--- src/rtl/life_grid_engine.sv ---
// life_grid_engine: row-serial Game of Life engine over an H x W register grid.
// A generation is computed in place, one row per clock, over H clocks.
// Registered read port for the renderer, row write port for pattern loads.
// Optional build macro: LIFE_POPCOUNT_EN adds the population and extinct outputs.
`timescale 1ns/1ps
module life_grid_engine #(
    parameter int         W       = 16,
    parameter int         H       = 16,
    parameter logic [8:0] BIRTH   = 9'b000001000,
    parameter logic [8:0] SURVIVE = 9'b000001100,
    parameter bit         WRAP    = 1'b1,
    parameter int         GW      = 16,
    localparam int        RA      = $clog2(H)
`ifdef LIFE_POPCOUNT_EN
    ,
    localparam int        PW      = $clog2(W*H+1)
`endif
) (
    input  logic          clk_in,
    input  logic          rst_n,
    input  logic          gen_tick,
    input  logic          run,
    input  logic          step,
    input  logic          load_en,
    input  logic [RA-1:0] load_row,
    input  logic [W-1:0]  load_data,
    input  logic          clear,
    input  logic [RA-1:0] rd_row,
    output logic [W-1:0]  rd_data,
    output logic          busy,
    output logic          done,
    output logic [GW-1:0] gen_count,
`ifdef LIFE_POPCOUNT_EN
    output logic [PW-1:0] population,
    output logic          extinct,
`endif
    output logic          overrun
);

    typedef enum logic {S_IDLE, S_COMPUTE} state_t;

    state_t        r_state;
    logic [W-1:0]  r_grid [H];
    logic [RA-1:0] r_row;
    logic [W-1:0]  r_row0_orig;   // pre-generation copy of row 0 (row H-1's lower neighbour)
    logic [W-1:0]  r_prev_orig;   // pre-generation copy of the row just overwritten
    logic [W-1:0]  r_rd_data;
    logic          r_busy;
    logic          r_done;
    logic          r_overrun;
    logic [GW-1:0] r_gen_count;

    logic          w_start;
    logic          w_last_row;
    logic          w_load_ok;
    logic          w_rd_ok;
    logic [RA-1:0] w_below_idx;
    logic [W-1:0]  w_above, w_cur, w_below, w_next;
    logic [W-1:0]  w_al, w_ar, w_cl, w_cr, w_bl, w_br;
    logic [3:0]    w_cnt [W];

    // Neighbour at column c-1 presented at bit c (column -1 wraps or reads dead).
    function automatic logic [W-1:0] from_left(input logic [W-1:0] v);
        return {v[W-2:0], (WRAP ? v[W-1] : 1'b0)};
    endfunction

    // Neighbour at column c+1 presented at bit c (column W wraps or reads dead).
    function automatic logic [W-1:0] from_right(input logic [W-1:0] v);
        return {(WRAP ? v[0] : 1'b0), v[W-1:1]};
    endfunction

`ifdef LIFE_POPCOUNT_EN
    logic [PW-1:0] r_pop_acc;
    logic [PW-1:0] r_population;
    logic          r_extinct;
    logic [PW-1:0] w_row_pop;
    logic [PW-1:0] w_pop_sum;

    // Live cells in the row being written this cycle, added to the running total.
    always_comb begin
        w_row_pop = '0;
        for (int c = 0; c < W; c++) begin
            w_row_pop = w_row_pop + PW'(w_next[c]);
        end
        w_pop_sum = r_pop_acc + w_row_pop;
    end

    // An extinct grid stops free-running generations; a manual step still works.
    assign w_start = step | (run & gen_tick & ~r_extinct);
`else
    assign w_start = step | (run & gen_tick);
`endif

    assign w_last_row  = (r_row == RA'(H - 1));
    assign w_below_idx = w_last_row ? '0 : (r_row + RA'(1));
    assign w_load_ok   = (int'(load_row) < H);
    assign w_rd_ok     = (int'(rd_row) < H);

    // Three-row window plus rule lookup for the row currently being computed.
    always_comb begin
        // NOTE: every output of a combinational block gets a default first, so no
        // path leaves it unassigned and no latch is inferred.
        w_next = '0;
        w_cnt  = '{default: '0};
        w_cur  = r_grid[r_row];
        if (r_row == '0) begin
            w_above = WRAP ? r_grid[H-1] : '0;
        end else begin
            w_above = r_prev_orig;
        end
        if (w_last_row) begin
            w_below = WRAP ? r_row0_orig : '0;
        end else begin
            w_below = r_grid[w_below_idx];
        end
        w_al = from_left(w_above);
        w_ar = from_right(w_above);
        w_cl = from_left(w_cur);
        w_cr = from_right(w_cur);
        w_bl = from_left(w_below);
        w_br = from_right(w_below);
        for (int c = 0; c < W; c++) begin
            w_cnt[c]  = 4'(w_al[c]) + 4'(w_above[c]) + 4'(w_ar[c])
                      + 4'(w_cl[c]) + 4'(w_cr[c])
                      + 4'(w_bl[c]) + 4'(w_below[c]) + 4'(w_br[c]);
            w_next[c] = w_cur[c] ? SURVIVE[w_cnt[c]] : BIRTH[w_cnt[c]];
        end
    end

    // Control FSM and grid update: loads/clear in IDLE, one row per clock in COMPUTE.
    always_ff @(posedge clk_in or negedge rst_n) begin
        if (!rst_n) begin
            // NOTE: the grid is a register array that must power up empty, so it
            // sits on the async reset like any other state (it is not a RAM).
            for (int i = 0; i < H; i++) begin
                r_grid[i] <= '0;
            end
            r_state     <= S_IDLE;
            r_row       <= '0;
            r_row0_orig <= '0;
            r_prev_orig <= '0;
            r_busy      <= 1'b0;
            r_done      <= 1'b0;
            r_overrun   <= 1'b0;
            r_gen_count <= '0;
`ifdef LIFE_POPCOUNT_EN
            r_pop_acc    <= '0;
            r_population <= '0;
            r_extinct    <= 1'b0;
`endif
        end else begin
            // NOTE: non-blocking assignments throughout, so every read in this
            // block sees the pre-edge value regardless of statement order.
            r_done <= 1'b0;
            case (r_state)
                S_IDLE: begin
                    if (clear) begin
                        for (int i = 0; i < H; i++) begin
                            r_grid[i] <= '0;
                        end
                        r_overrun <= 1'b0;
                    end else if (load_en && w_load_ok) begin
                        r_grid[load_row] <= load_data;
                    end
                    if (w_start) begin
                        r_state <= S_COMPUTE;
                        r_busy  <= 1'b1;
                        r_row   <= '0;
                        // Capture row 0 as it will be after this cycle's clear/load.
                        if (clear) begin
                            r_row0_orig <= '0;
                        end else if (load_en && load_row == '0) begin
                            r_row0_orig <= load_data;
                        end else begin
                            r_row0_orig <= r_grid[0];
                        end
`ifdef LIFE_POPCOUNT_EN
                        r_pop_acc <= '0;
`endif
                    end
                end
                S_COMPUTE: begin
                    if (w_start) begin
                        r_overrun <= 1'b1;
                    end
                    r_grid[r_row] <= w_next;
                    r_prev_orig   <= w_cur;
`ifdef LIFE_POPCOUNT_EN
                    r_pop_acc <= w_pop_sum;
`endif
                    if (w_last_row) begin
                        r_state     <= S_IDLE;
                        r_busy      <= 1'b0;
                        r_done      <= 1'b1;
                        r_gen_count <= r_gen_count + GW'(1);
                        r_row       <= '0;
`ifdef LIFE_POPCOUNT_EN
                        r_population <= w_pop_sum;
                        r_extinct    <= (w_pop_sum == '0);
`endif
                    end else begin
                        r_row <= r_row + RA'(1);
                    end
                end
                default: begin
                    r_state <= S_IDLE;
                    r_busy  <= 1'b0;
                end
            endcase
        end
    end

    // Registered read port, live every cycle including mid-generation.
    always_ff @(posedge clk_in or negedge rst_n) begin
        if (!rst_n) begin
            r_rd_data <= '0;
        end else begin
            r_rd_data <= w_rd_ok ? r_grid[rd_row] : '0;
        end
    end

    assign rd_data   = r_rd_data;
    assign busy      = r_busy;
    assign done      = r_done;
    assign gen_count = r_gen_count;
    assign overrun   = r_overrun;
`ifdef LIFE_POPCOUNT_EN
    assign population = r_population;
    assign extinct    = r_extinct;
`endif

endmodule

--- config.mk ---
export PLATFORM = sky130hd
export DESIGN_NAME = life_grid_engine
export DESIGN_NICKNAME = d
export VERILOG_FILES = /design/src/rtl/life_grid_engine.sv
export SDC_FILE = /design/constraint.sdc
export NUM_CORES = 1
export LEC_CHECK = 0
export CAP_MARGIN = 20
export CORE_ASPECT_RATIO = 1.5
export CORE_MARGIN = 10
export CORE_UTILIZATION = 51
export DETAILED_ROUTE_END_ITERATION = 8
export DONT_BUFFER_PORTS = 1
export PLACE_DENSITY = 0.66
export SYNTH_ARGS = -nofsm -noshare
export SYNTH_HDL_FRONTEND = slang
export SYNTH_SLANG_ARGS = --single-unit
--- constraint.sdc ---
create_clock -name clk_in -period 13.8 [get_ports clk_in]
set_input_delay 1.38 -clock clk_in [delete_from_list [all_inputs] [get_ports clk_in]]
set_output_delay 1.38 -clock clk_in [all_outputs]
set_load 0.005 [all_outputs]
==> PnR_summary.wiki, run 1 <==
{| class="wikitable"
! Metric !! Value
|-
| Number of design rule violations left after detail routing || 0
|-
| Total half-perimeter wirelength after legalization and detailed placement || between 60 and 70 mm
|-
| CTS tree || yes
|-
| Number of setup violations in the final report || 0
|-
| Status || finished clean
|-
| Highest achievable clock rate || 145.9 MHz
|-
| Synthesized netlist cell count || 2203
|-
| Number of standard-cell rows in the floorplan || 96
|-
| List of cells traversed by the critical path || buf_4, a31oi_4, buf_4, nor2_1, a22o_1, nor3_1, a21oi_1, fa_1, fa_1, inv_1, ha_1, fa_1, and3_1, o221a_4, a221o_1
|-
| First-iteration detailed-routing DRC count || 3292
|-
| Time the worst path needs with I/O delays and setup || 6855 ps
|-
| Congestion Overflow GR || 0
|-
| Headroom to the max-slew limit || 13.17%
|-
| Die Y || roughly 280 um
|-
| Wire length of the first global-routing pass || 145.4 mm
|-
| Critical-path cell with the highest stage delay || buf_4
|-
| Overall routed net length || 100.3 mm
|-
| Number of max-capacitance violations reported || 0
|-
| Synthesized Nets || 2351
|-
| Placed inst area || 24020 um2
|-
| Clk root buf || clkbuf_16
|-
| Type of the worst setup path || flip-flop to flip-flop
|-
| Core Area || 45760 um2
|-
| CTS Buffer Depth || 3
|-
| RePlAce Congestion || 0.9985
|-
| Placed insts || around 2700
|-
| Ratio of cells with drive above 1 in the final layout || 17.26%
|-
| Routed via count divided by cell count || 7.758
|-
| Synthesis-to-finish area growth || 7.567%
|-
| Kind of start point of the critical path || flip-flop
|-
| Vias in the first global route || 20780
|-
| Post-synth EDFFs || 0
|-
| ANT nets after route || 0
|-
| Worst Path Required || 14240 ps
|-
| Initial antenna violation count || 10
|-
| Count of port buffers added during placement || 0
|-
| Global-route total usage across every layer || a little over a third
|-
| Finished Layout Cells || between 2000 and 3000
|-
| Wire length per cell after detailed routing || 36.66 um
|-
| Share of synthesized cell area in and, or, nand and nor gates || 9.861%
|-
| Post-synth design cell area || between 20000 and 25000 um2
|-
| Cell seen most often among critical-path stages || fa_1
|-
| Yosys warning total || 0
|-
| Floorplan die area || 55480 um2
|-
| Critical path peak fanout || 49
|-
| Setup repair after global routing missed its margin || no
|-
| Worst EP arrival || 7290 ps
|-
| Clock edge transition at the registers on the reported setup and hold paths || 70 ps
|-
| Total Neg Setup Slack || 0 ps
|-
| Most instantiated flip-flop cell in the synthesis netlist || dfrtp_1
|-
| Most frequent cells in the layout || dfrtp_1, o21ai_0, nand2_1, mux4_2, nor3_1
|-
| Category of the worst setup path capture point || flip-flop
|-
| Detailed-routing iteration count for the pre-antenna-repair pass || 6
|-
| Mux share of post-synthesis cell area || between 20 and 25%
|-
| Synthesized-area fraction occupied by adder cells || 8.171%
|-
| Combinational family with the most area after synthesis || multiplexers
|-
| Final period util || 49.67%
|-
| Delay of the slowest critical-path stage || 860 ps
|-
| Hold Vio Cnt, Final || 0
|-
| Number of nets in the final layout || 2264
|-
| Number of max-slew violations in the final report || 0
|-
| Share of flip-flops with an asynchronous set or reset after synthesis || 100.0%
|-
| Post-cts resize count || 0
|-
| Min-Delay Path Class || flip-flop to flip-flop
|-
| Maximum number of pins on one net before global-route repair || 329
|-
| Share of the synthesized netlist area taken by xor and xnor gates || less than 1%
|-
| Slew @ Worst Pin || roughly 1300 ps
|-
| Clk_lat worst skew || 570 ps
|-
| Starting utilization of the core area || between 50% and 60%
|-
| Post-route cell area || 25400 um2
|-
| TritonCTS buffer count || 36
|-
| Crit path buf inv count || 3
|-
| Sequential element share of the synthesized area || 34.76%
|-
| Number of register bits inferred by synthesis || 328
|-
| Leading cell type in the layout, fill and taps excluded || dfrtp_1
|-
| # clock sinks || 328
|-
| Number of unique standard cell types used by synthesis || 72
|-
| H-tree levels || 2
|-
| Hold-fix buffer count after cts || 0
|-
| Clock skew after layout || 23.56 ps
|-
| Average footprint of a synthesized cell || 10.72 um2
|-
| Fraction of the mapped netlist area in compound gates || 17.63%
|-
| Number of I/O pins || 66
|-
| Worst hold margin || around 480 ps
|-
| Family with the most delay on the worst path || compound AO/OA/AOI/OAI gates
|-
| Via count of the routed design || 21230
|-
| Post-CTS Setup Inserts || 0
|-
| Die Span X || around 200 um
|}
-- routing by layer --
layer | global-route usage, % | share of wire [%] | vias up
li1 | - | - | 8221
met1 | 41.67 | 33 | 10560
met2 | 51.74 | 44 | 1873
met3 | 10.87 | 13 | 566
met4 | 30.67 | 10 | 8
met5 | 0 | 0.057 | -
-- cell usage after synthesis (7+ instances only) --
cell | instances | share of area (%)
a21oi_1 | 136 | 2.9
a221o_1 | 42 | 1.8
a221oi_1 | 7 | 0.26
a22oi_1 | 28 | 0.89
and2_1 | 13 | 0.34
buf_1 | 19 | 0.30
buf_2 | 17 | 0.36
buf_4 | 11 | 0.35
buf_6 | 16 | 0.76
clkbuf_1 | 128 | 2.0
dfrtp_1 | 328 | 35
fa_1 | 62 | 5.3
ha_1 | 55 | 2.9
inv_1 | 87 | 1.4
mux2_2 | 28 | 1.3
mux2i_1 | 62 | 2.6
mux4_1 | 37 | 4.1
mux4_2 | 153 | 15
nand2_1 | 223 | 3.5
nand3_1 | 39 | 0.83
nor2_1 | 69 | 1.1
nor2b_1 | 8 | 0.21
nor3_1 | 134 | 2.8
o211ai_2 | 7 | 0.37
o21ai_0 | 260 | 5.5
o21ai_1 | 12 | 0.25
o221ai_1 | 76 | 2.8
o22ai_1 | 18 | 0.48
xnor2_1 | 11 | 0.41
xor2_1 | 7 | 0.26
-- kinds of logic (layout without fill, tap and decap cells) --
logic type,after synthesis,in the layout
compound gates,649,649
xor+xnor,20,20
fa+ha+maj,117,117
buf+inv,289,230
flops,328,328
mux,282,282
other cells,0,4
simple gates,518,518
-- state kept, by name (all words and copies together) (netlist names) --
| register | flops |
|---|---|
| r_prev_orig | 16 |
| r_row0_orig | 16 |
| r_row | 4 |
| done | 1 |
| overrun | 1 |
| r_grid | 256 |
| busy | 1 |
| r_state | 1 |
| rd_data | 16 |
| gen_count | 16 |
-- worst paths after layout --
check,from,end,slack [ps],cells after the start
worst min-delay path,r_row0_orig[4]$_DFFE_PN0P_,r_row0_orig[4]$_DFFE_PN0P_,480,2
min in group asynchronous,rst_n,r_grid[237]$_DFFE_PN0P_,520,0
max in group asynchronous,rst_n,r_grid[34]$_DFFE_PN0P_,12270,0
worst min register to register,r_row0_orig[4]$_DFFE_PN0P_,r_row0_orig[4]$_DFFE_PN0P_,480,2
worst max-delay path,r_row[0]$_DFFE_PN0P_,r_grid[250]$_DFFE_PN0P_,6950,15
worst max register to register,r_row[0]$_DFFE_PN0P_,r_grid[250]$_DFFE_PN0P_,6950,15
-- area by class of cell --
cell class,count,area (um2)
inverter,88,330.3
sequential,328,8214
antenna,4,10.01
tap,588,735.7
clock buffer,47,1022
multi-input combinational,1586,14200
timing repair buffer,76,585.6
fill,3886,20360
clock inverter,19,302.8
-- tightest hold or removal path, cell delays in order, from the launching register on --
cell and delay, ps:
dfrtp_1 340, nand2_1 50, nand2_1 50
-- through the flow --
step | setup slack (ps) | utilization [%]
6_report | 6945 | 55.50
5_1_grt | 6624 | 55.48
4_1_cts | 6563 | 55.38
3_5_place_dp | 6568 | 52.49
3_3_place_gp | 6733 | 52.40
2_1_floorplan | 7444 | -
Power of run 1 is not shown: default switching activity piles up to over one toggle a cycle in this logic, so the estimate is an artifact.
==> run 2, diff against run 1 <==
==> constraint.sdc (replaced) <==
create_clock -name clk_in -period 6.6 [get_ports clk_in]
set_input_delay 0.66 -clock clk_in [delete_from_list [all_inputs] [get_ports clk_in]]
set_output_delay 0.66 -clock clk_in [all_outputs]
set_load 0.005 [all_outputs]
==> run 2 against run 1 <==
The run now ends with hold timing left. Core utilization is 0.57 points higher. Flip-flop and latch count stayed put. Global-route usage is 1.4 points higher. Count of clock-buffer cells in the layout is 6 higher. Sequential share of layout area is 0.33 points lower. Routed wire length is 4.3% higher. Final area is 1.0% higher.
==> PnR_summary.wiki, run 2 (synthesis gave the netlist of run 1 again) <==
{| class="wikitable"
! Metric !! Value
|-
| Status || complete, but fails checks (was finished clean)
|-
| Violated checks || hold timing
|-
| Final period util || 96.41% (was 49.67%)
|-
| Count of port buffers added during placement || 0 (unchanged)
|-
| Number of I/O pins || 66 (unchanged)
|-
| Type of the worst setup path || flip-flop to flip-flop (unchanged)
|-
| Worst EP arrival || 6800 ps (was 7290 ps)
|-
| Global-route total usage across every layer || 36.89% (was 35.44%)
|-
| Ratio of cells with drive above 1 in the final layout || 18.22% (was 17.26%)
|-
| Total half-perimeter wirelength after legalization and detailed placement || 65.62 mm (was 63.42 mm)
|-
| Overall routed net length || 104.6 mm (was 100.3 mm)
|-
| Post-CTS Setup Inserts || 0 (unchanged)
|-
| Number of standard-cell rows in the floorplan || 96 (unchanged)
|-
| Routed via count divided by cell count || 7.774 (was 7.758)
|-
| Synthesis-to-finish area growth || 8.674% (was 7.567%)
|-
| Total Neg Setup Slack || 0 ps (unchanged)
|-
| Clock edge transition at the registers on the reported setup and hold paths || 60 ps (was 70 ps)
|-
| Slew @ Worst Pin || 1345 ps (was 1302 ps)
|-
| Clk_lat worst skew || 560 ps (was 570 ps)
|-
| RePlAce Congestion || 1.008 (was 0.9985)
|-
| Via count of the routed design || 21500 (was 21230)
|-
| CTS Buffer Depth || 3 (unchanged)
|-
| Number of filler instances in the final layout || 3903 (was 3886)
|-
| # clock sinks || 328 (unchanged)
|-
| Largest register by flop count || r_grid (unchanged)
|-
| Highest achievable clock rate || 157.2 MHz (was 145.9 MHz)
|-
| Worst hold margin || -192.3 ps (was 479.4 ps)
|-
| Die Span X || 195.7 um (unchanged)
|-
| Min-Delay Path Class || input port to async pin (was flip-flop to flip-flop)
|-
| Critical path peak fanout || 22 (was 49)
|-
| Leading cell type in the layout, fill and taps excluded || dfrtp_1 (unchanged)
|-
| TritonCTS buffer count || 37 (was 36)
|-
| Clk root buf || clkbuf_16 (unchanged)
|-
| Kind of start point of the critical path || flip-flop (unchanged)
|-
| CTS tree || yes (unchanged)
|-
| Max reg flops || 256 (unchanged)
|-
| H-tree levels || 2 (unchanged)
|-
| Vias in the first global route || 21020 (was 20780)
|-
| Number of max-capacitance violations reported || 0 (unchanged)
|-
| Setup repair after global routing missed its margin || no (unchanged)
|-
| Multi-input gate area in the final layout || 14210 um2 (was 14200 um2)
|-
| Worst Path Required || 7040 ps (was 14240 ps)
|-
| Wire length of the first global-routing pass || 149.5 mm (was 145.4 mm)
|-
| Maximum number of pins on one net before global-route repair || 329 (unchanged)
|-
| Placed insts || 2687 (was 2660)
|-
| Starting utilization of the core area || 51.60% (unchanged)
|-
| Number of setup violations in the final report || 0 (unchanged)
|-
| Headroom to the max-slew limit || 10.33% (was 13.17%)
|-
| Die Y || 283.5 um (unchanged)
|-
| First-iteration detailed-routing DRC count || 3719 (was 3292)
|-
| Most frequent cells in the layout || dfrtp_1, o21ai_0, nand2_1, mux4_2, nor3_1 (unchanged)
|-
| Number of max-slew violations in the final report || 0 (unchanged)
|-
| Wire length per cell after detailed routing || 37.81 um (was 36.66 um)
|-
| Category of the worst setup path capture point || flip-flop (unchanged)
|-
| Number of nets in the final layout || 2293 (was 2264)
|-
| Time the worst path needs with I/O delays and setup || 6363 ps (was 6855 ps)
|-
| Congestion Overflow GR || 0 (unchanged)
|-
| Finished Layout Cells || 2766 (was 2736)
|-
| Floorplan die area || 55480 um2 (unchanged)
|-
| ANT nets after route || 0 (unchanged)
|-
| Detailed-routing iteration count for the pre-antenna-repair pass || 7 (was 6)
|-
| Clock skew after layout || 19.21 ps (was 23.56 ps)
|-
| Initial antenna violation count || 3 (was 10)
|-
| Register area || 8214 um2 (unchanged)
|-
| Worst reg-to-reg path cell count || 18 (was 15)
|-
| Hold Vio Cnt, Final || 164 (was 0)
|-
| Core Area || 45760 um2 (unchanged)
|-
| Number of design rule violations left after detail routing || 0 (unchanged)
|-
| Share of the core filled with cells || 56.07% (was 55.50%)
|}
run 2: cell count changes in the layout (fill, tap and decap cells not counted), sizes merged:
cell	change
clkinv	-4
bufinv	-3
diode	+1
inv	+2
clkbuf	+6
buf	+28
run 2: final timing paths:
| kind | slack, ps | endpoint | start |
|---|---|---|---|
| max | 240 | r_grid[245]$_DFFE_PN0P_ | r_row[3]$_DFFE_PN0P_ |
| min | -190 | r_grid[125]$_DFFE_PN0P_ | rst_n |
| max reg2reg | 240 | r_grid[245]$_DFFE_PN0P_ | r_row[3]$_DFFE_PN0P_ |
| min reg2reg | 480 | r_row0_orig[2]$_DFFE_PN0P_ | r_row0_orig[2]$_DFFE_PN0P_ |
| max in group asynchronous | 5850 | r_grid[130]$_DFFE_PN0P_ | rst_n |
| min in group clk_in | 230 | overrun$_DFFE_PN0P_ | clear |
run 2: what timing repair did:
action / CTS / global route
resized for setup: 0 / 2
endpoints found under the hold margin: 328 / 328
setup endpoints to repair: 0 / 25
run 2: final cells by class:
cell class                      instances  share of cell area, %
Timing Repair Buffer                  104                  3.369
Sequential cell                       328                  32.01
Clock buffer                           53                  4.281
Inverter                               88                  1.287
Clock inverter                         14                 0.7753
Antenna cell                            5                0.04876
Tap cell                              588                  2.867
Multi-Input combinational cell       1586                  55.36
run 2: metrics by stage:
| step | setup slack (ps) | area, um2 |
|---|---|---|
| 5_1_grt | 54.95 | 25650 |
| 4_1_cts | 328.9 | 25560 |
| 6_report | 237.2 | 25660 |
| 3_5_place_dp | 359.2 | 24270 |
| 2_1_floorplan | 244.2 | 23610 |
| 3_3_place_gp | 419.1 | 24210 |
run 2: layer usage:
| layer | track usage, % | vias to the layer above | wire length (um) |
|---|---|---|---|
| met5 | 0 | - | 39 |
| met4 | 27.15 | 6 | 10170 |
| met3 | 13.13 | 587 | 15310 |
| met2 | 54.42 | 1966 | 45130 |
| met1 | 43.58 | 10650 | 33940 |
| li1 | - | 8292 | - |
run 2: critical path, stage by stage (launching register included):
cell	delay [ps]
dfrtp_1	1120
and2b_1	300
buf_4	230
a22oi_1	530
buf_4	320
o21ai_0	110
a221oi_1	670
buf_4	330
fa_1	470
fa_1	520
inv_1	50
ha_1	220
fa_1	430
nand3_1	80
o21ai_0	100
o211ai_2	90
buf_4	300
nor2_1	90
a211o_1	260
Power of run 2 is left out for the same reason.
